**config.mk**
```make
export PLATFORM = sky130hd
export DESIGN_NAME = dmem_responder
export DESIGN_NICKNAME = d
export VERILOG_FILES = /design/src/rtl/cpu_pkg.sv /design/src/rtl/dmem_array.sv /design/src/rtl/dmem_responder.sv
export SDC_FILE = /design/constraint.sdc
export NUM_CORES = 2
export LEC_CHECK = 0
export ABC_AREA = 1
export BUFFER_PORTS_ARGS = -buffer_cell sky130_fd_sc_hd__buf_4
export CORE_ASPECT_RATIO = 2
export CORE_MARGIN = 2
export CORE_UTILIZATION = 45
export CTS_CLUSTER_DIAMETER = 120
export DETAILED_ROUTE_END_ITERATION = 8
export GPL_TIMING_DRIVEN = 0
export SLEW_MARGIN = 10
export SYNTH_ARGS = -nofsm -noshare
export SYNTH_HDL_FRONTEND = slang
export SYNTH_SLANG_ARGS = --single-unit
```
**constraint.sdc**
```tcl
create_clock -name clk -period 3.29 [get_ports clk]
set_clock_uncertainty 0.05 [all_clocks]
set_input_delay 0.329 -clock clk [delete_from_list [all_inputs] [get_ports clk]]
set_output_delay 0.329 -clock clk [all_outputs]
set_load 0.02 [all_outputs]
```
**src/rtl/cpu_pkg.sv**
```systemverilog
// Shared CPU definitions: default data-memory geometry and the state
// encoding of the data-memory responder.
package cpu_pkg;

    // Default word-address width of the data memory (2**6 = 64 words).
    localparam int DMEM_DEPTH_LOG2 = 6;

    // Default data word width.
    localparam int DMEM_WIDTH = 32;

    // Responder FSM: CLEAR while the array is being initialised (or for the
    // single settle cycle after reset), READY once loads/stores are served.
    typedef enum logic {
        ST_CLEAR = 1'b0,
        ST_READY = 1'b1
    } dmem_state_e;

endpackage : cpu_pkg

```
**src/rtl/dmem_array.sv**
```systemverilog
// Data-memory storage: one synchronous write port, one asynchronous read
// port. All arbitration between the clear sweep and committed stores is
// done by the caller; this block just stores what it is told to.
module dmem_array #(
    parameter int WIDTH      = 32,
    parameter int DEPTH_LOG2 = 6
) (
    input  logic                  clk,
    input  logic                  we_i,
    input  logic [DEPTH_LOG2-1:0] waddr_i,
    input  logic [WIDTH-1:0]      wdata_i,
    input  logic [DEPTH_LOG2-1:0] raddr_i,
    output logic [WIDTH-1:0]      rdata_o
);

    localparam int DEPTH = 1 << DEPTH_LOG2;

    logic [WIDTH-1:0] mem_q [DEPTH];

    // Single write port, written on the rising edge when enabled.
    always_ff @(posedge clk) begin
        if (we_i) begin
            mem_q[waddr_i] <= wdata_i;
        end
    end

    // Read port is combinational so a load returns data in the same cycle.
    assign rdata_o = mem_q[raddr_i];

endmodule : dmem_array

```
**src/rtl/dmem_responder.sv**
```systemverilog
// Data-memory responder for the CPU memory stage.
//
// After reset the block sits in CLEAR; when the DMEM_CLEAR_EN macro is
// defined it sweeps every word to zero (one word per cycle) before going
// READY, otherwise it spends a single cycle in CLEAR and leaves the array
// contents alone.
//
// Stores are posted through a one-entry buffer: a store presented in cycle N
// sits in the buffer during cycle N+1 and is committed to the array at the
// edge ending cycle N+1. Loads that hit the buffered address are forwarded
// from the buffer, so a load sees a store from the cycle after it was issued.
// A load and a store to the same address in the same cycle return the old
// value (read-before-write).
//
// Handshake: dmem_ready is a level, not a pulse. While it is low, dmem_rdata
// is 0 and dmem_w_en is ignored (those stores are dropped, never queued).
// While it is high, every cycle with dmem_w_en=1 is one accepted store and
// dmem_rdata is valid load data for the current dmem_addr.
module dmem_responder
    import cpu_pkg::*;
#(
    parameter int WIDTH      = DMEM_WIDTH,
    parameter int DEPTH_LOG2 = DMEM_DEPTH_LOG2
) (
    input  logic                  clk,
    input  logic                  reset,
    input  logic [DEPTH_LOG2-1:0] dmem_addr,
    input  logic                  dmem_w_en,
    input  logic [WIDTH-1:0]      dmem_wdata,
    output logic [WIDTH-1:0]      dmem_rdata,
    output logic                  dmem_ready,
    output dmem_state_e           dbg_state_o
);

    // ------------------------------------------------------------------
    // State
    // ------------------------------------------------------------------
    dmem_state_e           state_q;
    logic                  ready_q;

    logic                  pend_valid_q;
    logic                  pend_valid_d;
    logic [DEPTH_LOG2-1:0] pend_addr_q;
    logic [DEPTH_LOG2-1:0] pend_addr_d;
    logic [WIDTH-1:0]      pend_data_q;
    logic [WIDTH-1:0]      pend_data_d;

`ifdef DMEM_CLEAR_EN
    // Sweep address; stops at the last word rather than wrapping.
    localparam logic [DEPTH_LOG2-1:0] CNT_LAST = {DEPTH_LOG2{1'b1}};
    localparam logic [DEPTH_LOG2-1:0] CNT_ONE  = DEPTH_LOG2'(1);

    logic [DEPTH_LOG2-1:0] cnt_q;
    logic [DEPTH_LOG2-1:0] cnt_d;
`endif

    // Array port signals
    logic                  arr_we;
    logic [DEPTH_LOG2-1:0] arr_waddr;
    logic [WIDTH-1:0]      arr_wdata;
    logic [WIDTH-1:0]      arr_rdata;

    // ------------------------------------------------------------------
    // Next-state for the posted-write buffer (and sweep counter).
    // The buffer only loads while READY; in CLEAR stores are dropped.
    // ------------------------------------------------------------------
    // Compute buffer and counter next values.
    always_comb begin
        pend_valid_d = 1'b0;
        pend_addr_d  = pend_addr_q;
        pend_data_d  = pend_data_q;
`ifdef DMEM_CLEAR_EN
        cnt_d        = cnt_q;
`endif
        case (state_q)
            ST_READY: begin
                pend_valid_d = dmem_w_en;
                if (dmem_w_en) begin
                    pend_addr_d = dmem_addr;
                    pend_data_d = dmem_wdata;
                end
            end
            ST_CLEAR: begin
`ifdef DMEM_CLEAR_EN
                if (cnt_q != CNT_LAST) begin
                    cnt_d = cnt_q + CNT_ONE;
                end
`endif
            end
            default: begin
                pend_valid_d = 1'b0;
            end
        endcase
    end

    // ------------------------------------------------------------------
    // FSM with registered ready output; reset wins over everything and
    // discards any buffered store without committing it.
    // ------------------------------------------------------------------
    // Sequence CLEAR -> READY and update all registered state.
    always_ff @(posedge clk) begin
        if (reset) begin
            state_q      <= ST_CLEAR;
            ready_q      <= 1'b0;
            pend_valid_q <= 1'b0;
            pend_addr_q  <= '0;
            pend_data_q  <= '0;
`ifdef DMEM_CLEAR_EN
            cnt_q        <= '0;
`endif
        end else begin
            pend_valid_q <= pend_valid_d;
            pend_addr_q  <= pend_addr_d;
            pend_data_q  <= pend_data_d;
`ifdef DMEM_CLEAR_EN
            cnt_q        <= cnt_d;
`endif
            case (state_q)
                ST_CLEAR: begin
`ifdef DMEM_CLEAR_EN
                    // Leave once the last word is being written this cycle.
                    if (cnt_q == CNT_LAST) begin
                        state_q <= ST_READY;
                        ready_q <= 1'b1;
                    end
`else
                    state_q <= ST_READY;
                    ready_q <= 1'b1;
`endif
                end
                ST_READY: begin
                    state_q <= ST_READY;
                    ready_q <= 1'b1;
                end
                default: begin
                    state_q <= ST_CLEAR;
                    ready_q <= 1'b0;
                end
            endcase
        end
    end

    // ------------------------------------------------------------------
    // Array write port: clear sweep in CLEAR, buffer commit in READY.
    // Gated by reset so a store pending at reset never lands.
    // ------------------------------------------------------------------
    // Select what (if anything) is written to the array this cycle.
    always_comb begin
        arr_we    = 1'b0;
        arr_waddr = pend_addr_q;
        arr_wdata = pend_data_q;
        if (!reset) begin
            case (state_q)
                ST_CLEAR: begin
`ifdef DMEM_CLEAR_EN
                    arr_we    = 1'b1;
                    arr_waddr = cnt_q;
                    arr_wdata = '0;
`endif
                end
                ST_READY: begin
                    arr_we = pend_valid_q;
                end
                default: begin
                    arr_we = 1'b0;
                end
            endcase
        end
    end

    dmem_array #(
        .WIDTH      (WIDTH),
        .DEPTH_LOG2 (DEPTH_LOG2)
    ) u_array (
        .clk     (clk),
        .we_i    (arr_we),
        .waddr_i (arr_waddr),
        .wdata_i (arr_wdata),
        .raddr_i (dmem_addr),
        .rdata_o (arr_rdata)
    );

    // ------------------------------------------------------------------
    // Load path: zero while not ready, buffer forwarding on an address hit,
    // otherwise the array. A store presented this cycle is not yet in the
    // buffer, which gives read-before-write for same-cycle load/store.
    // ------------------------------------------------------------------
    // Forwarding mux for load data.
    always_comb begin
        dmem_rdata = '0;
        if (state_q == ST_READY) begin
            if (pend_valid_q && (pend_addr_q == dmem_addr)) begin
                dmem_rdata = pend_data_q;
            end else begin
                dmem_rdata = arr_rdata;
            end
        end
    end

    assign dmem_ready  = ready_q;
    assign dbg_state_o = state_q;

endmodule : dmem_responder

```
==> flow_summary_export.csv <==
group,metric,value,unit
pwr,totalPowerFinal,56000,uW
cts,clk_root_buffer_cell,"sky130_fd_sc_hd__clkbuf_16",
synth,synth_area_per_cell,11.9,sq um
critical_path,reg2regPathDepth,7,
sta,drv_slew,0,
global_route,via_count_of_the_first_global_routing_pass,59700,
place,port_buffers,72,
die,dieHeight,615,um
sta,layout_worst_path_cycle_share,106,%
final_layout,post_route_cells_drive_above_1_share,15.8,%
sta,grt_setup_unrepaired,"true",
outcome,run_status,"finished with violations",
place,hpwlAfterDp,274000,um
die,placementRows,224,
route,vias_per_cell,6.23,
cts,cts_buffers,183,
route,routed_wire_length_per_instance,37.9,um
critical_path,worstPathRequired,2910,ps
final_layout,areaGrowthSynthToFinish,18.8,%
route,top_signal_layer_used,"met5",
critical_path,cp_max_fo,10,
sta,fmax,288,MHz
pwr,worst_ir_drop_vdd,0.000442,V
synth,syn_inst,7029,
sta,timing.final.setup_violations,29,
critical_path,critical_path.cell_chain,"buf_2 > clkinv_4 > buf_4 > clkbuf_4 > nand3_1 > nand3_1 > nand3_1 > nand2_1 > nand2_1 > nand3_1 > nand2_1 > inv_1 > buf_4",
synth,ys_top_cells_by_area,"sky130_fd_sc_hd__edfxtp_1 73%, sky130_fd_sc_hd__nand3_1 12%, sky130_fd_sc_hd__nand2_1 9.9%, sky130_fd_sc_hd__buf_2 1.8%, sky130_fd_sc_hd__dfxtp_1 0.95%",
synth,ys.warnings.count,0,
global_route,grt_antenna_before_repair,27,
synth,post_synth_instance_area,0.0839,sq mm
die,die-width,309,um
place,gp_congestion,1.05,
global_route,grt_first_pass_wirelength,510000,um
outcome,failing_checks,"design-rule violations, negative setup slack",
critical_path,cpMostUsedCell,"sky130_fd_sc_hd__nand3_1",
sta,finalWorstSetupSlack,-183,ps
sta,fin_setup_tns,-1960,ps
place,dpl_worst_slack,-1070,ps
cts,tritoncts_num_sinks,2088,
sta,max_slew.worst_pin.slew,1120,ps
route,drt-initial-drc-count,9447,
cts,clk-insertion-delay-late,880,ps
cts,worst_setup_hold_path_clk_slew,70,ps
pwr,power_leakage,0.0357,uW
critical_path,worstSetupEndpointType,"primary output",
route,routed_wirelength,384000,um
route,first_pass_iters,8,
route,drc,4,
die,die_area,0.190,sq mm
route,detailed_route_wirelength_on_metal2,183000,um
critical_path,critical-path-slowest-cell,"sky130_fd_sc_hd__clkbuf_4",
sta,maxSlewHeadroom,25.4,%
route,routed_length_on_met1,118000,um
cts,tritoncts_clock_tree,"built",
die,num_io_pins,75,
global_route,gr-usage-all-layers,40.4,%
sta,hold_viol_final,0,
critical_path,critical_path_arrival,3090,ps
synth,synth_seq_cells,2088,
job,drv_cap,0,
route,route.antenna.remaining_nets,0,
final_layout,nNetsFinal,7548,
synth,yosysSeqAreaShare,74.2,%
critical_path,startpoint_type,"input port",
cts,cts_htree_levels,4,
die,placeableCoreArea,0.186,sq mm
pwr,powerDensity,562,mW/mm^2
min_path,min_path_cells,4,
global_route,global_route.overflow_total,0,
min_path,worstHoldPathType,"input port to flop",
global_route,largest_net_degree_at_the_start_of_global_routing,60,
critical_path,timing_worst_setup_path_type,"input port to primary output",
route,met3RoutedLength,34000,um
synth,synthDistinctLibCells,22,
synth,net_count_synth,7070,
critical_path,critical_path_s_largest_stage_delay,380,ps
sta,post-route-min-period,3470,ps
route,detailroute.via_count,63200,
synth,synth_top_area_cell,"sky130_fd_sc_hd__edfxtp_1",
cts,cts_buffer_depth,4,
die,initial_utilization,45.2,%
synth,synth_top_area_share,73.3,%
[cell usage after synthesis, drive strengths merged]
master,count
a21oi,8
buf,361
clkbuf,106
clkinv,1
dfxtp,40
edfxtp,2048
inv,47
nand2,2213
nand3,1960
nand4,8
nor2,193
nor3,2
o21ai,38
o221ai,2
o22ai,2
[worst paths after layout]
path / startpoint / endpoint / slack [ps]
max: dmem_addr[2] / dmem_rdata[25] / -180
max reg2reg: dmem_ready$_DFF_P_ / u_array.mem_q[14][23]$_DFFE_PP_ / 130
min reg2reg: arr_wdata[5]$_SDFFE_PP0P_ / u_array.mem_q[29][5]$_DFFE_PP_ / 530
min: dmem_wdata[30] / arr_wdata[30]$_SDFFE_PP0P_ / 230
[repair_timing]
item	in CTS	in global routing
resized for setup	380	146
gates cloned	1	0
endpoints found under the setup margin	2074	739
endpoints found under the hold margin	33	0
setup buffers	40	2
hold buffers	33	0
pin swaps	15	3
[layer usage]
| layer | vias up | GRT usage, % |
|---|---|---|
| li1 | 25900 | - |
| met1 | 31300 | 43.1 |
| met2 | 4579 | 65.7 |
| met3 | 1391 | 7.67 |
| met4 | 8 | 40.4 |
| met5 | - | 0 |
[logic make-up (layout without fill, tap and decap cells)]
group,Yosys count,count (layout),synth area share [%]
AOI/OAI and AO/OA,50,50,0.314
buffers and inverters,515,1122,2.95
DFF,2088,2088,74.2
other,0,15,0
and+or+nand+nor,4376,4377,22.5
[placed cells by master (no fill, tap or decap), types with 38 or more instances in the layout]
master / count
sky130_fd_sc_hd__buf_6: 39
sky130_fd_sc_hd__nand2_1: 2209
sky130_fd_sc_hd__buf_16: 60
sky130_fd_sc_hd__nand3_1: 1796
sky130_fd_sc_hd__o21ai_0: 38
sky130_fd_sc_hd__buf_4: 191
sky130_fd_sc_hd__clkbuf_4: 56
sky130_fd_sc_hd__inv_1: 40
sky130_fd_sc_hd__clkbuf_1: 73
sky130_fd_sc_hd__clkbuf_2: 47
sky130_fd_sc_hd__nand3_2: 142
sky130_fd_sc_hd__nor2_1: 129
sky130_fd_sc_hd__edfxtp_1: 2048
sky130_fd_sc_hd__buf_2: 183
sky130_fd_sc_hd__clkbuf_16: 189
sky130_fd_sc_hd__nor2_4: 64
sky130_fd_sc_hd__clkinv_1: 38
sky130_fd_sc_hd__buf_12: 94
[worst max-delay path: cells and delay by family]
family | cells | cell delay [ps]
buf+inv | 6 | 1380
simple gates | 7 | 1340
[stage by stage]
stage | cell area (sq um) | utilization [%] | std cells | hold WS, ps
2_1_floorplan | 83900 | - | 7029 | 351
3_3_place_gp | 87600 | 47.1 | 9587 | 535
3_5_place_dp | 91600 | 49.3 | 9732 | 536
4_1_cts | 99200 | 53.4 | 10100 | 235
5_1_grt | 99700 | 53.6 | 10100 | 254
6_report | 99700 | 53.7 | 10100 | 227
[sequential cells by signal (all words and copies together) (netlist names)]
| name | cells |
|---|---|
| u_array.mem_q | 2048 |
| arr_wdata | 32 |
| arr_waddr | 6 |
| dmem_ready | 1 |
| pend_valid_q | 1 |
[report_power, final]
part / total, uW / switching, uW / internal [uW]
combinational: 5050 / 3870 / 1180
sequential: 29600 / 308 / 29300
clock: 21400 / 9950 / 11400
total: 56000 / 14100 / 41900
[area by class of cell]
type	instances	area [sq um]
diodes	15	37.5
plain buffers	467	3000
multi-input cells	4427	20700
clock buffers	227	4880
clock inverters	88	722
flip-flops and latches	2088	62400
repair buffers	292	4650
fillers	15600	86100
well taps	2486	3110
inverters	48	194
(Power assumes the default switching activity.)
